==> config.mk <==
export PLATFORM = sky130hd
export DESIGN_NAME = ws2812_frame_scheduler
export DESIGN_NICKNAME = d
export VERILOG_FILES = /design/src/rtl/ws2812_frame_scheduler.sv
export SDC_FILE = /design/constraint.sdc
export NUM_CORES = 1
export LEC_CHECK = 0
export BUFFER_PORTS_ARGS = -buffer_cell sky130_fd_sc_hd__buf_2
export CAP_MARGIN = 25
export CORE_MARGIN = 5
export CORE_UTILIZATION = 35
export DETAILED_ROUTE_END_ITERATION = 8
export GPL_TIMING_DRIVEN = 0
export PLACE_DENSITY = 0.6
export SLEW_MARGIN = 30
export SYNTH_ARGS = -nofsm -noshare
export SYNTH_HDL_FRONTEND = slang
export SYNTH_SLANG_ARGS = --single-unit
==> constraint.sdc <==
create_clock -name clk -period 3.1 [get_ports clk]
set_input_delay 0.465 -clock clk [delete_from_list [all_inputs] [get_ports clk]]
set_output_delay 0.465 -clock clk [all_outputs]
set_load 0.005 [all_outputs]
==> src/rtl/ws2812_frame_scheduler.sv <==
// Frame scheduler for a WS2812 RGB controller: fetches pixels from a frame
// buffer, hands them to the controller one at a time, then issues the latch (RESET) command.
module ws2812_frame_scheduler #(
  parameter int CLK_FREQ_KHZ = 10000,
  parameter int ADDR_W       = 8,
  parameter int LATCH_US     = 60
) (
  input  logic              clk,
  input  logic              rst_n,
  input  logic              start,
  input  logic [ADDR_W-1:0] pixel_count,
  output logic              busy,
  output logic              frame_done,
  output logic [ADDR_W-1:0] mem_addr,
  output logic              mem_rd,
  input  logic [23:0]       mem_rdata,
  output logic [7:0]        r,
  output logic [7:0]        g,
  output logic [7:0]        b,
  output logic [1:0]        command,
  input  logic              cmd_wait
);

  localparam int LATCH_RAW = CLK_FREQ_KHZ * LATCH_US / 1000;
  localparam int LATCH_CYC = (LATCH_RAW < 1) ? 1 : LATCH_RAW;
  localparam int LCNT_W    = $clog2(LATCH_CYC + 1);

  localparam logic [1:0] CMD_IDLE  = 2'b00;
  localparam logic [1:0] CMD_TX    = 2'b01;
  localparam logic [1:0] CMD_RESET = 2'b10;

  typedef enum logic [2:0] {
    S_IDLE, S_FETCH, S_LOAD, S_PRESENT, S_TXWAIT, S_LATCH, S_DONE
  } state_t;

  state_t            state, state_nxt;
  logic [ADDR_W-1:0] idx, idx_nxt;
  logic [ADDR_W-1:0] count, count_nxt;
  logic [LCNT_W-1:0] lcnt, lcnt_nxt;
  logic              drain, drain_nxt;
  logic [1:0]        cmd_nxt;
  logic [7:0]        r_nxt, g_nxt, b_nxt;
  logic [ADDR_W:0]   idx_inc;

  assign idx_inc  = {1'b0, idx} + {{ADDR_W{1'b0}}, 1'b1};
  assign mem_addr = idx;

  always_ff @(posedge clk or negedge rst_n) begin
    if (!rst_n) begin
      state   <= S_IDLE;
      idx     <= '0;
      count   <= '0;
      lcnt    <= '0;
      drain   <= 1'b0;
      command <= CMD_IDLE;
      r       <= '0;
      g       <= '0;
      b       <= '0;
    end else begin
      state   <= state_nxt;
      idx     <= idx_nxt;
      count   <= count_nxt;
      lcnt    <= lcnt_nxt;
      drain   <= drain_nxt;
      command <= cmd_nxt;
      r       <= r_nxt;
      g       <= g_nxt;
      b       <= b_nxt;
    end
  end

  always_comb begin
    state_nxt  = state;
    idx_nxt    = idx;
    count_nxt  = count;
    lcnt_nxt   = lcnt;
    drain_nxt  = drain;
    cmd_nxt    = command;
    r_nxt      = r;
    g_nxt      = g;
    b_nxt      = b;
    mem_rd     = 1'b0;
    frame_done = 1'b0;
    busy       = (state != S_IDLE) && (state != S_DONE);

    case (state)
      S_IDLE: begin
        cmd_nxt = CMD_IDLE;
        if (start && (pixel_count != '0)) begin
          count_nxt = pixel_count;
          idx_nxt   = '0;
          drain_nxt = 1'b0;
          state_nxt = S_FETCH;
        end
      end
      S_FETCH: begin
        mem_rd    = 1'b1;
        state_nxt = S_LOAD;
      end
      S_LOAD: begin
        {r_nxt, g_nxt, b_nxt} = mem_rdata;
        state_nxt = S_PRESENT;
      end
      S_PRESENT: begin
        if (cmd_wait) begin
          cmd_nxt   = CMD_TX;
          state_nxt = S_TXWAIT;
        end
      end
      S_TXWAIT: begin
        // drain: last pixel accepted, waiting for the controller to finish shifting it out
        if (!drain) begin
          if (!cmd_wait) begin
            if (idx_inc < {1'b0, count}) begin
              idx_nxt   = idx_inc[ADDR_W-1:0];
              state_nxt = S_FETCH;
            end else begin
              drain_nxt = 1'b1;
              cmd_nxt   = CMD_IDLE;
            end
          end
        end else if (cmd_wait) begin
          drain_nxt = 1'b0;
          cmd_nxt   = CMD_RESET;
          lcnt_nxt  = LCNT_W'(LATCH_CYC);
          state_nxt = S_LATCH;
        end
      end
      S_LATCH: begin
        if (lcnt <= LCNT_W'(1)) begin
          lcnt_nxt  = '0;
          cmd_nxt   = CMD_IDLE;
          state_nxt = S_DONE;
        end else begin
          lcnt_nxt = lcnt - LCNT_W'(1);
        end
      end
      S_DONE: begin
        frame_done = 1'b1;
        state_nxt  = S_IDLE;
      end
      default: state_nxt = S_IDLE;
    endcase
  end

endmodule
==> results of run 1 <==
## where the power goes
| group | internal [mW] | leakage [nW] | total [mW] | switching, mW |
|---|---|---|---|---|
| combinational | 0.639 | 0.877 | 1.25 | 0.611 |
| clock | 0.154 | 0.0400 | 0.388 | 0.234 |
| sequential | 1.02 | 0.684 | 1.20 | 0.180 |
| total | 1.82 | 1.60 | 2.84 | 1.03 |
## stage by stage
| step | cells | worst slack [ns] | cell area (sq um) | total power [mW] | util [%] |
|---|---|---|---|---|---|
| 2_1_floorplan | 251 | 0.575 | 2810 | 2.04 | - |
| 3_3_place_gp | 424 | 0.269 | 3290 | 2.44 | 42.4 |
| 3_5_place_dp | 424 | 0.228 | 3290 | 2.48 | 42.4 |
| 4_1_cts | 431 | 0.200 | 3380 | 2.89 | 43.5 |
| 5_1_grt | 431 | 0.0246 | 3380 | 3.09 | 43.5 |
| 6_report | 431 | 0.212 | 3380 | 2.84 | 43.5 |
## metal layers
metal	part of all wire (%)	wire length (um)
met4	0.49	31
met5	0	0
met1	45	2800
met2	50	3120
met3	5.1	320
## worst max path at each step
stage	startpoint	endpoint	slack, ns	cells past startpoint
global route	mem_addr[0]	mem_addr[5]	0.02	11
finish	mem_addr[0]	mem_addr[0]	0.21	10
CTS	mem_addr[0]	mem_addr[0]	0.20	10
detailed placement	mem_addr[0]	mem_addr[0]	0.23	10
floorplan	mem_addr[2]	mem_addr[0]	0.58	10
global placement	mem_addr[0]	mem_addr[0]	0.27	10
## cell type report
type | count | area, sq um | area share [%]
Multi-Input combinational cell | 172 | 1280 | 38.1
Sequential cell | 56 | 1400 | 41.5
Clock inverter | 2 | 12.5 | 0.371
Clock buffer | 5 | 68.8 | 2.04
Tap cell | 102 | 128 | 3.78
Timing Repair Buffer | 71 | 358 | 10.6
Inverter | 13 | 48.8 | 1.45
Buffer | 10 | 73.8 | 2.19
## critical path, stage by stage, from the launching register on
cell	delay, ns
dfrtp_1	0.49
ha_1	0.29
nand2_1	0.07
nor2_1	0.11
xor2_1	0.25
ha_1	0.29
and3_1	0.21
a221oi_1	0.30
o211a_2	0.33
o21ai_2	0.15
mux2_2	0.30
## registers in the layout, summed over array words and instances (netlist names)
signal	cells
state	3
drain	1
mem_addr	8
b	8
count	8
r	8
g	8
command	2
lcnt	10
## cell families after synthesis
logic type                 count (synthesis)  share of synthesized area, %
xor gates and xnor gates                   9                          2.81
AOI/OAI and AO/OA                         57                          14.3
adders and majority gates                 10                          4.45
muxes                                     27                          10.8
DFF                                       56                          49.9
and+or+nand+nor                           69                          13.4
buffers and inverters                     23                          4.37
## cells in the mapped netlist (4+ instances only)
cell | instances | area share, %
o22a_1 | 4 | 1.2
xor2_1 | 6 | 1.9
a22o_1 | 9 | 2.8
o21ai_0 | 13 | 2.3
nor3_1 | 5 | 0.89
inv_1 | 13 | 1.7
clkbuf_1 | 5 | 0.67
ha_1 | 10 | 4.5
nand3_1 | 5 | 0.89
mux2_2 | 26 | 10
a21oi_1 | 9 | 1.6
nand2_1 | 17 | 2.3
dfrtp_1 | 56 | 50
nor2_1 | 15 | 2.0
==> reports/results.tsv, run 1 <==
stage	metric	value	unit
run_status	status	finished, final reports clean	
finish	# nets final	375	
setup_path	worst r2r path cells	10	
global_route	GRT Total Usage	13.0	%
drt	DR vias	2170	
clock_network	CTS Buf Count	5	
clock_network	Root Buffer	clkbuf_8	
timing	fmax	346	MHz
timing	Worst Clk Skew	0.00613	ns
timing	Max-slew headroom	49.8	%
floorplan	# IOs	73	
timing	Setup TNS	0	ns
floorplan	die height	99.6	um
drt	# DRC	0	
timing	Final Cycle Share	93.2	%
setup_path	CP endpoint kind	flop	
setup_path	r2r setup slk	0.21	ns
setup_path	CP Launch Type	flop	
power_and_ir_drop	Peak supply drop	0.413	mV
yosys	Most used DFF post-synth	dfrtp_1	
finish	Fill cells	775	
clock_network	CTS tree	yes	
global_route	GRT busiest layer	met2	
floorplan	core region area	0.00777	sq mm
yosys	Mapped Area	0.00281	sq mm
timing	Tmin final	2.89	ns
timing	number of max-slew violations in the final report	0	
drt	number of DRC markers in iteration 0	94	
yosys	Syn. warnings	0	
finish	share of layout cells above drive strength 1	37.1	%
finish	synth-to-layout area growth	20.2	%
finish	commonest non-fill, non-tap cell in the layout	buf_2	
placement	hpwl dp	4.63	mm
power_and_ir_drop	PD cells	842	mW/mm^2
clock_network	Worst-Skew Late Latency	0.30	ns
clock_network	Resize count post-CTS	0	
global_route	met2 Use GR	21.5	%
setup_path	Crit Reg-Reg Endpoint	mem_addr[0]	
yosys	Post-synth EDFFs	0	
setup_path	Worst EP required	3.30	ns
drt	1st-pass router iterations	4	
floorplan	die width	99.6	um
floorplan	die area	0.00992	sq mm
setup_path	Critical Path AT	3.09	ns
setup_path	CP Class	flop to flop	
yosys	Async SR Flop Fraction	100	%
timing	Setup-failing EPs final	0	
timing	Least-Margin Pin Slew	0.748	ns
placement	Final GP Congestion	0.791	
floorplan	Initial Util	36.2	%
global_route	initial antenna violation count	0	
clock_network	hold buffers post-CTS	0	
clock_network	Sink Count	56	
global_route	global route total overflow	0	
yosys	Mapped Nets	297	
yosys	Yosys cell types	55	
timing	Fin Hold WS	0.199	ns
clock_network	postcts setup bufs	0	
yosys	register bit total from synthesis	56	
yosys	sequential element share of the synthesized area	49.9	%
finish	commonest non-fill, non-tap cells in the layout	buf_2 (71), dfrtp_1 (56), mux2_2 (26)	
clock_network	clk slew on worst S/H paths	0.10	ns
timing	final hold vios	0	
timing	RSZ-0062 raised after global routing	no	
global_route	met3 Track Usage GR	3.37	%
placement	port buffer count	71	
job	max cap viols	0	
yosys	Mapped Cells	251	
power_and_ir_drop	Leak	1.60	nW
finish	Antenna Cells	0	
global_route	largest net degree at the start of global routing	57	
drt	final WL	6.28	mm
global_route	M1 GR Usage	17.2	%
drt	Wirelength per Cell	14.6	um
min_path	min-delay worst type	primary input to async pin	
floorplan	FP Rows	32	
drt	vias per inst	5.03	
global_route	vias in the first global route	2244	
clock_network	Clock Path Buffers	2	
yosys	syn avg cell area	11.2	sq um
clock_network	H-tree levels	2	
drt	Detail Route Antenna Nets	0	
setup_path	origin of the critical flop-to-flop path	mem_addr[0]	
setup_path	crit-path max FO	8	
global_route	first-pass GRT wire length	10.8	mm
Note: power is estimated with default switching activity, not from simulation.
==> inputs of run 2 (changes only) <==
CORE_ASPECT_RATIO = 1.1   (was default)
CORE_UTILIZATION = 55   (was 35)
CTS_BUF_LIST = sky130_fd_sc_hd__clkbuf_4   (was default)
PLACE_DENSITY = 0.86   (was 0.6)
==> reports/results.tsv, run 2 (synthesis gave the netlist of run 1 again) <==
stage	metric	value	unit	change
placement	pre-CTS WS	0.299	ns	+0.0703 ns
timing	Fin Hold WS	0.0866	ns	-0.112 ns
global_route	global route total overflow	0		unchanged
finish	Post-Layout Cell Count	387		-10%
clock_network	postcts setup bufs	0		unchanged
setup_path	CP endpoint kind	flop		
finish	Largest Register	lcnt		
placement	Inst Count DP	380		-10%
clock_network	H-tree levels	2		unchanged
clock_network	clk slew on worst S/H paths	0.16	ns	+0.06 ns
finish	Final Cell Area	0.00329	sq mm	-2.6%
placement	Final GP Congestion	0.807		+2.0%
finish	synth-to-layout area growth	17.1	%	
min_path	min-delay worst type	primary input to async pin		
power_and_ir_drop	PD cells	842	mW/mm^2	about the same
timing	Least-Margin Pin Slew	0.701	ns	-0.0470 ns
timing	Max-slew headroom	52.9	%	+3.2 points
setup_path	Worst EP required	3.38	ns	+0.08 ns
global_route	vias in the first global route	2326		+3.7%
timing	Final Cycle Share	91.9	%	-1.2 points
floorplan	core region area	0.00500	sq mm	-36%
setup_path	r2r setup slk	0.25	ns	+0.04 ns
placement	Area after DPL	0.00324	sq mm	-1.7%
placement	port buffer count	71		unchanged
clock_network	Worst-Skew Late Latency	0.39	ns	+0.09 ns
timing	number of max-slew violations in the final report	0		unchanged
floorplan	die width	78.1	um	-22%
global_route	first-pass GRT wire length	10.2	mm	-5.5%
job	max cap viols	0		unchanged
global_route	initial antenna violation count	0		unchanged
power_and_ir_drop	Leak	1.59	nW	-0.71%
run_status	status	finished, final reports clean		
clock_network	Clock Path Buffers	2		unchanged
finish	commonest non-fill, non-tap cells in the layout	buf_2 (71), dfrtp_1 (56), mux2_2 (26)		
finish	Antenna Cells	0		unchanged
floorplan	die area	0.00664	sq mm	-33%
placement	hpwl dp	4.55	mm	-1.8%
drt	number of DRC markers in iteration 0	67		-29%
timing	worst setup margin	0.250	ns	+0.0379 ns
finish	commonest non-fill, non-tap cell in the layout	buf_2		
clock_network	CTS tree	yes		
finish	Fill cells	393		-49%
finish	max FFs per register	10		unchanged
timing	Tmin final	2.85	ns	-0.0379 ns
timing	RSZ-0062 raised after global routing	no		
floorplan	die height	85.0	um	-15%
finish	area occupied by multi-input gates	0.00128	sq mm	unchanged
finish	post-layout util	65.8	%	+22 points
power_and_ir_drop	Pwr Total	2.77	mW	-2.5%
power_and_ir_drop	Peak supply drop	0.638	mV	+54%
finish	Register Area	0.00140	sq mm	unchanged
timing	final hold vios	0		unchanged
timing	Setup-failing EPs final	0		unchanged
clock_network	CTS Buf Count	5		unchanged
setup_path	Critical Path AT	3.13	ns	+0.04 ns
clock_network	Sink Count	56		unchanged
drt	DR vias	2251		+3.7%
global_route	largest net degree at the start of global routing	57		unchanged
timing	Setup TNS	0	ns	unchanged
floorplan	Initial Util	56.2	%	+20 points
timing	Worst Clk Skew	0.0139	ns	+0.00778 ns
setup_path	CP Class	flop to flop		
drt	final WL	6.06	mm	-3.4%
finish	# nets final	375		unchanged
floorplan	FP Rows	27		-16%
floorplan	# IOs	73		unchanged
drt	Detail Route Antenna Nets	0		unchanged
setup_path	crit-path max FO	8		unchanged
clock_network	Root Buffer	clkbuf_4		
finish	share of layout cells above drive strength 1	36.5	%	-0.61 points
timing	fmax	351	MHz	+1.3%
global_route	GRT Total Usage	18.8	%	+5.8 points
setup_path	CP Launch Type	flop		
drt	1st-pass router iterations	4		unchanged
drt	vias per inst	5.82		+16%
clock_network	hold buffers post-CTS	0		unchanged
clock_network	Resize count post-CTS	0		unchanged
drt	Wirelength per Cell	15.7	um	+7.6%
drt	# DRC	0		unchanged
-- run 2: cell types whose count changed in the layout (fill, tap and decap cells not counted), sizes merged --
cell	change
clkinvlp	-1
clkinv	+1
-- run 2: worst max-delay path: stages (launching register included) --
cell and delay [ns]:
dfrtp_1 0.47, nand3_1 0.15, nor2_1 0.19, and3_1 0.19, xor2_1 0.21, ha_1 0.28
and3_1 0.17, a221oi_1 0.29, o211a_1 0.33, o21ai_2 0.17, mux2_2 0.30
-- run 2: area by class of cell --
class	count	area share, %
Sequential cell	56	42.6
Tap cell	58	2.21
Multi-Input combinational cell	172	39.1
Buffer	10	2.24
Clock buffer	5	1.14
Clock inverter	2	0.380
Timing Repair Buffer	71	10.9
Inverter	13	1.48
-- run 2: power by group --
part,leakage [nW],switching [mW],internal [mW],total (mW)
Sequential,0.684,0.189,1.02,1.21
Combinational,0.877,0.615,0.639,1.25
Clock,0.0287,0.223,0.0838,0.306
Total,1.59,1.03,1.74,2.77
-- run 2: path summary, 6_finish.rpt --
kind / from / depth (start not counted) / endpoint
worst max-delay path: mem_addr[2] / 10 / mem_addr[0]
worst min-delay path: rst_n / 1 / count[6]
worst max register to register: mem_addr[2] / 10 / mem_addr[0]
worst min register to register: g[4] / 1 / g[4]
max in group asynchronous: rst_n / 1 / b[1]
min in group clk: pixel_count[1] / 3 / count[1]
-- run 2: metal layers --
| metal | wire (um) | track usage (%) |
|---|---|---|
| met2 | 3120 | 34.4 |
| met3 | 320 | 4.88 |
| met5 | 0 | 0 |
| met4 | 156 | 7.95 |
| met1 | 2470 | 20.4 |
